===== src/rtl/store_unit.sv =====
// Sequential store requester between the MEM stage and the data-memory port:
// lane-replicates store data, builds byte strobes and holds a req/gnt write until granted.
package riscv_pkg;
    localparam int XLEN = 32;

    typedef enum logic [2:0] {
        MEM_BYTE   = 3'd0,
        MEM_HALF   = 3'd1,
        MEM_WORD   = 3'd2,
        MEM_BYTE_U = 3'd3,
        MEM_HALF_U = 3'd4
    } mem_op_e;
endpackage

module store_unit #(
    parameter int XLEN   = riscv_pkg::XLEN,
    parameter int STRB_W = XLEN / 8
) (
    input  logic                  clk,
    input  logic                  rst,
    input  logic                  st_valid,
    output logic                  st_ready,
    input  logic [XLEN-1:0]       st_addr,
    input  logic [XLEN-1:0]       st_data,
    input  riscv_pkg::mem_op_e    st_op,
    input  logic                  st_flush,
    output logic                  st_done,
    output logic                  st_err,
    output logic                  mem_req,
    input  logic                  mem_gnt,
    output logic [XLEN-1:0]       mem_addr,
    output logic [XLEN-1:0]       mem_wdata,
    output logic [STRB_W-1:0]     mem_wstrb
);
    import riscv_pkg::*;

    typedef enum logic {
        S_IDLE = 1'b0,
        S_REQ  = 1'b1
    } state_e;

    state_e              state_q, state_d;
    logic [XLEN-1:0]     addr_q, addr_d;
    logic [XLEN-1:0]     wdata_q, wdata_d;
    logic [STRB_W-1:0]   wstrb_q, wstrb_d;
    logic                done_q, done_d;
    logic                err_q, err_d;

    logic                legal_s;
    logic [XLEN-1:0]     lane_wdata_s;
    logic [STRB_W-1:0]   lane_wstrb_s;

    // Lane placement and legality of the store presented this cycle.
    always_comb begin
        legal_s      = 1'b0;
        lane_wdata_s = st_data;
        lane_wstrb_s = 4'b0000;
        case (st_op)
            MEM_BYTE: begin
                legal_s      = 1'b1;
                lane_wdata_s = {4{st_data[7:0]}};
                lane_wstrb_s = 4'b0001 << st_addr[1:0];
            end
            MEM_HALF: begin
                legal_s      = (st_addr[0] == 1'b0);
                lane_wdata_s = {2{st_data[15:0]}};
                lane_wstrb_s = st_addr[1] ? 4'b1100 : 4'b0011;
            end
            MEM_WORD: begin
                legal_s      = (st_addr[1:0] == 2'b00);
                lane_wdata_s = st_data;
                lane_wstrb_s = 4'b1111;
            end
            default: begin
                legal_s      = 1'b0;
                lane_wdata_s = st_data;
                lane_wstrb_s = 4'b0000;
            end
        endcase
    end

    // Next-state and registered-output logic; a grant outranks a flush in REQ.
    always_comb begin
        state_d = state_q;
        addr_d  = addr_q;
        wdata_d = wdata_q;
        wstrb_d = wstrb_q;
        done_d  = 1'b0;
        err_d   = 1'b0;
        case (state_q)
            S_IDLE: begin
                if (st_valid && !st_flush) begin
                    if (legal_s) begin
                        state_d = S_REQ;
                        addr_d  = {st_addr[XLEN-1:2], 2'b00};
                        wdata_d = lane_wdata_s;
                        wstrb_d = lane_wstrb_s;
                    end else begin
                        err_d = 1'b1;
                    end
                end else begin
                    state_d = S_IDLE;
                end
            end
            S_REQ: begin
                if (mem_gnt) begin
                    state_d = S_IDLE;
                    done_d  = 1'b1;
                end else if (st_flush) begin
                    state_d = S_IDLE;
                end else begin
                    state_d = S_REQ;
                end
            end
            default: begin
                state_d = S_IDLE;
            end
        endcase
    end

    // State and output registers with synchronous reset.
    always_ff @(posedge clk) begin
        if (rst) begin
            state_q <= S_IDLE;
            addr_q  <= 32'h0000_0000;
            wdata_q <= 32'h0000_0000;
            wstrb_q <= 4'b0000;
            done_q  <= 1'b0;
            err_q   <= 1'b0;
        end else begin
            state_q <= state_d;
            addr_q  <= addr_d;
            wdata_q <= wdata_d;
            wstrb_q <= wstrb_d;
            done_q  <= done_d;
            err_q   <= err_d;
        end
    end

    assign st_ready  = (state_q == S_IDLE);
    assign mem_req   = (state_q == S_REQ);
    assign mem_addr  = addr_q;
    assign mem_wdata = wdata_q;
    assign mem_wstrb = wstrb_q;
    assign st_done   = done_q;
    assign st_err    = err_q;

endmodule


===== config.mk =====
export PLATFORM = sky130hd
export DESIGN_NAME = store_unit
export DESIGN_NICKNAME = d
export VERILOG_FILES = /design/src/rtl/store_unit.sv
export SDC_FILE = /design/constraint.sdc
export NUM_CORES = 1
export LEC_CHECK = 0
export CORE_AREA = 2 2 89 91
export DETAILED_ROUTE_END_ITERATION = 10
export DIE_AREA = 0 0 91 93
export PLACE_DENSITY = 0.78
export SLEW_MARGIN = 20
export SYNTH_ARGS = -nofsm -noshare
export SYNTH_HDL_FRONTEND = slang
export SYNTH_SLANG_ARGS = --single-unit

===== constraint.sdc =====
create_clock -name clk -period 1.8 [get_ports clk]
set_input_delay 0.36 -clock clk [delete_from_list [all_inputs] [get_ports clk]]
set_output_delay 0.36 -clock clk [all_outputs]
set_load 0.05 [all_outputs]

### Word level (Yosys, flattened, before mapping)

Cells that the tools add are included.

| operators by class | value |
|---|---|
| equal/unequal tests | 2 |
| shifts and indexed selects | 1 |
| multiplexer cells | 11 |
| bitwise logic cells | 3 |
| reduce and logical (&&, ||, !) cells | 7 |

Operator list:

| cell | count |
|---|---|
| case mux 32 bit (2 select lines) | 1 |
| case mux 4 bit (3 select lines) | 1 |
| 2-to-1 mux 1 bit | 6 |
| 2-to-1 mux 4 bit | 1 |
| left shift 1 x 2 -> 4 bit (first input constant) | 1 |
| == test 3 x 1 -> 1 bit (second input constant) | 1 |
| == test 3 x 2 -> 1 bit (second input constant) | 1 |
| logical NOT 3 bit | 1 |
| NOT 1 bit | 3 |
| case mux 1 bit (3 select lines) | 1 |
| AND reduction 3 bit | 1 |
| OR reduction 3 bit | 1 |
| logical NOT 2 bit | 1 |
| case mux 1 bit (2 select lines) | 1 |
| OR reduction 2 bit | 1 |
| logical AND 1 bit | 1 |
| logical NOT 1 bit | 1 |

| word-level totals | value |
|---|---|
| register bits | 69 |
| input port bits | 72 |
| output and inout port bits | 72 |
| logic and storage cells | 30 |

### Logic depth before layout (Yosys ltp)

| depth | value |
|---|---|
| depth after elaboration | 5 |
| gate-level depth with buffers | 8 |
| depth with buffers taken out | 4 |

### Worst setup path before layout

No wires, ideal clock.

| path | value |
|---|---|
| kind | reg-to-reg |
| from | reg state_q, in the netlist mem_req |
| to | reg wdata_q[16], in the netlist mem_wdata[16] |
| setup time | 0.088 ns |
| arrival time | 1.650 ns |
| required time | 1.712 ns |
| path slack | 0.062 ns |
| cell stages (with the launch flop) | 7 |
| buffers on the path | 2 |
| cell sequence | dfxtp_1 or3b_1 o21ba_1 buf_6 buf_8 nor2_1 a311oi_2 |

| on the way | value |
|---|---|
| longest elaborated chain between the ends | 2 |

Ends and longest elaborated chain:

| element | line | RTL |
|---|---|---|
| from (decl) | 42 | `state_e state_q, state_d;` |
| from (signal assigned) | 131 | `state_q <= state_d;` |
| NOT 1 bit | - |  |
| AND reduction 3 bit (no line) | - |  |
| to (signal assigned) | 133 | `wdata_q <= wdata_d;` |
| to (decl) | 44 | `logic [XLEN-1:0] wdata_q, wdata_d;` |

No other way between the ends.
A chain may end at the register's enable or synchronous reset.

### Worst setup path after layout

| path | value |
|---|---|
| from | in st_valid |
| to | reg wdata_q[13], in the netlist mem_wdata[13] |

| on the way | value |
|---|---|
| longest elaborated chain between the ends | 2 |

Ends and longest elaborated chain:

| element | line | RTL |
|---|---|---|
| from (decl) | 21 | `input logic st_valid,` |
| logical AND 1 bit | 92 | `if (st_valid && !st_flush) begin` |
| AND reduction 3 bit (no line) | - |  |

No other way between the ends.

==> results by group <==
CTS
  – CTS Buf Count: 9
  – CTS sink cnt: 69
  – CTS Root Cell: clkbuf_8
  – Clock latency on the worst-skew pair: ~0.34 ns
  – Clk pin slew, worst setup/hold paths: about 0.070 ns
  – Hold_buf cts: 0
  – Post-CTS sizing: 0
  – CTS tree: built
  – Longest Clk Path Bufs: 2
  – Buffer count from post-CTS setup fixing: 0
  – H-tree Lvls: 3

Critical path
  – Worst path cell trace: clkdlybuf4s50_1, or3b_4, o21ba_4, buf_12, nor2_1, a211oi_1
  – Worst EP arrival: 1.98 ns
  – CP max-delay cell: clkdlybuf4s50_1
  – Worst Setup Path Type: in -> reg
  – Crit path max-delay family: buffers and inverters
  – Crit-path max cell delay: ~0.46 ns
  – Maximum net fanout on the critical path: 26
  – Critical Path End Type: flip-flop
  – CP bufs+invs: 2
  – Worst Setup Start Kind: input port
  – Worst EP required: just over 2 ns

Final layout
  – Final core utilization: between 60% and 70%
  – Final net count: roughly 560
  – Layout cells sized above 1: between 20 and 30%
  – Synthesis-to-finish area growth: 58.1%
  – Non-filler cells, final: 595
  – N_diodes: 0
  – Post-route cell area: around 0.0046 sq mm

Synthesis
  – EDFF count, synth: 0
  – Synth cell count leaders: 108 x nand2_1, 69 x dfxtp_1, 45 x a21oi_1, 19 x nor2_1, 16 x mux2i_1
  – Area contributors post-synth: dfxtp_1 48%, nand2_1 14%, a21oi_1 7.8%, mux2i_1 5.5%, a311oi_2 4.2%
  – Top FF cell, synth: dfxtp_1
  – Seq/Total Area, Yosys: between 40% and 50%
  – Number of synthesized register bits: between 60 and 70
  – Post-Syn Area: 0.00289 sq mm
  – Count leader, synth: nand2_1
  – Syn_area_per_cell: between 8 and 9 sq um
  – Yosys warnings: 0
  – Synthesized netlist cell count: ~340
  – Yosys top cell area share: a little under half
  – Synth cell types: 30
  – Ys async rst share: 0%
  – Synth area leader: dfxtp_1

Route
  – Wire per inst: 14.5 um
  – Post-route ant nets: 0
  – DRT iter0 DRCs: 66
  – Via Count: slightly below 3000
  – Post-route DRC: 0
  – Drt pass-1 iters: 4
  – DR vias/cell: 4.85
  – WL final: around 8.6 mm

Floorplan
  – Core area: 0.00753 sq mm
  – IO Pins: ~140
  – Die ar.: 0.00846 sq mm
  – Die width: slightly above 90 um
  – Die height: 93 um
  – Initial core utilization: between 30% and 40%
  – FP Rows: 32

Job
  – Max-Cap Viols: 0

Power
  – Power Density: 755 mW/mm^2
  – Leak: between 1.5 and 2 nW
  – Peak supply drop: 0.000392 V

Global routing
  – Vias in the first global route: about 2700
  – Largest net degree at the start of global routing: 34
  – Grt total ovfl: 0
  – Global-route wire length before repair: roughly 13 mm
  – Total global-route track usage: approximately 20%
  – Initial antenna violation count: 0

Place
  – Dpl cell area: about 0.0044 sq mm
  – GPL Wtd Cong: around 0.75
  – Port Buffer Count: 141
  – DP HPWL: 6.46 mm
  – Inst Count DP: between 500 and 600

Timing
  – Final setup TNS: 0 ns
  – Period utilisation layout: 96.8%
  – Fin. max-slew vios: 0
  – Fmax: around 570 MHz
  – Worst Clk Skew: between 0.009 and 0.01 ns
  – Final setup fails: 0
  – Unrepaired setup endpoints after global routing: false
  – Hold Vio Cnt, Final: 0
  – Min Tclk post-route: approximately 1.7 ns

Hold path
  – Worst Hold Class: in -> reg

Run status
  – Status: complete, no violations
==> final timing paths <==
| check | startpoint | to | slack, ns | cells after the start |
|---|---|---|---|---|
| max | st_valid | mem_wdata[13]$_SDFFE_PP0P_ | 0.06 | 6 |
| min | rst | mem_wdata[31]$_SDFFE_PP0P_ | 0.44 | 2 |
| max reg2reg | mem_req$_SDFF_PP0_ | mem_wdata[13]$_SDFFE_PP0P_ | 0.19 | 5 |
| min reg2reg | mem_addr[31]$_SDFFE_PP0P_ | mem_addr[31]$_SDFFE_PP0P_ | 0.45 | 2 |
==> final cells by class <==
cell class / count / area (sq um)
Inverter: 2 / 7.51
Clock inverter: 6 / 63.8
Sequential cell: 69 / 1380
Timing Repair Buffer: 165 / 1520
Multi-Input combinational cell: 242 / 1340
Fill cell: 706 / 2960
Clock buffer: 9 / 124
Tap cell: 102 / 128
==> placed cells by master, fill, tap and decap left out, types with 2 or more instances in the layout <==
cell             count
nand2_1            108
nand3b_1             4
dfxtp_1             69
o21ai_0              8
nor2_1              18
buf_12               9
o211ai_1             8
inv_1                2
clkinvlp_4           2
a311oi_2             8
a21oi_2              3
buf_4               85
a21oi_1             45
clkinv_2             2
mux2i_1             16
conb_1               2
a211oi_1            10
clkdlybuf4s50_1     70
clkbuf_8             9
==> routing by layer <==
metal,GRT usage [%],vias to the layer above,share of wire (%)
li1,-,1448,-
met1,23.9,1338,43
met2,34.8,88,50
met3,4.92,10,5.7
met4,7.07,0,1.3
met5,0,-,0
==> kinds of logic after synthesis <==
kind of cell	after synthesis	synth area share [%]
AND/OR/NAND/NOR	139	20.1
AO/OA/AOI/OAI	85	19.8
other	1	0.130
buffers and inverters	32	6.71
flip-flops	69	47.8
multiplexers	16	5.54
==> registers in the layout, indices dropped and copies added, names as in the netlist <==
| register | cells |
|---|---|
| mem_wdata | 32 |
| mem_req | 1 |
| mem_addr | 30 |
| mem_wstrb | 4 |
| st_err | 1 |
| st_done | 1 |
==> where the power goes <==
part           switching, mW  leakage (nW)  internal (mW)
combinational          0.353          1.12          0.296
clock                  0.584        0.0915          0.632
sequential            0.0211         0.559           1.57
total                  0.959          1.77           2.49
==> metrics by stage <==
stage	setup WS [ns]	power [mW]	hold WS, ns
finish	0.0579	3.45	0.442
global route	0.0167	3.58	0.447
CTS	0.0463	3.48	0.444
detailed placement	-0.285	2.27	0.448
global placement	-0.244	2.26	0.443
floorplan	0.0618	1.95	0.496
(Power assumes the default switching activity.)
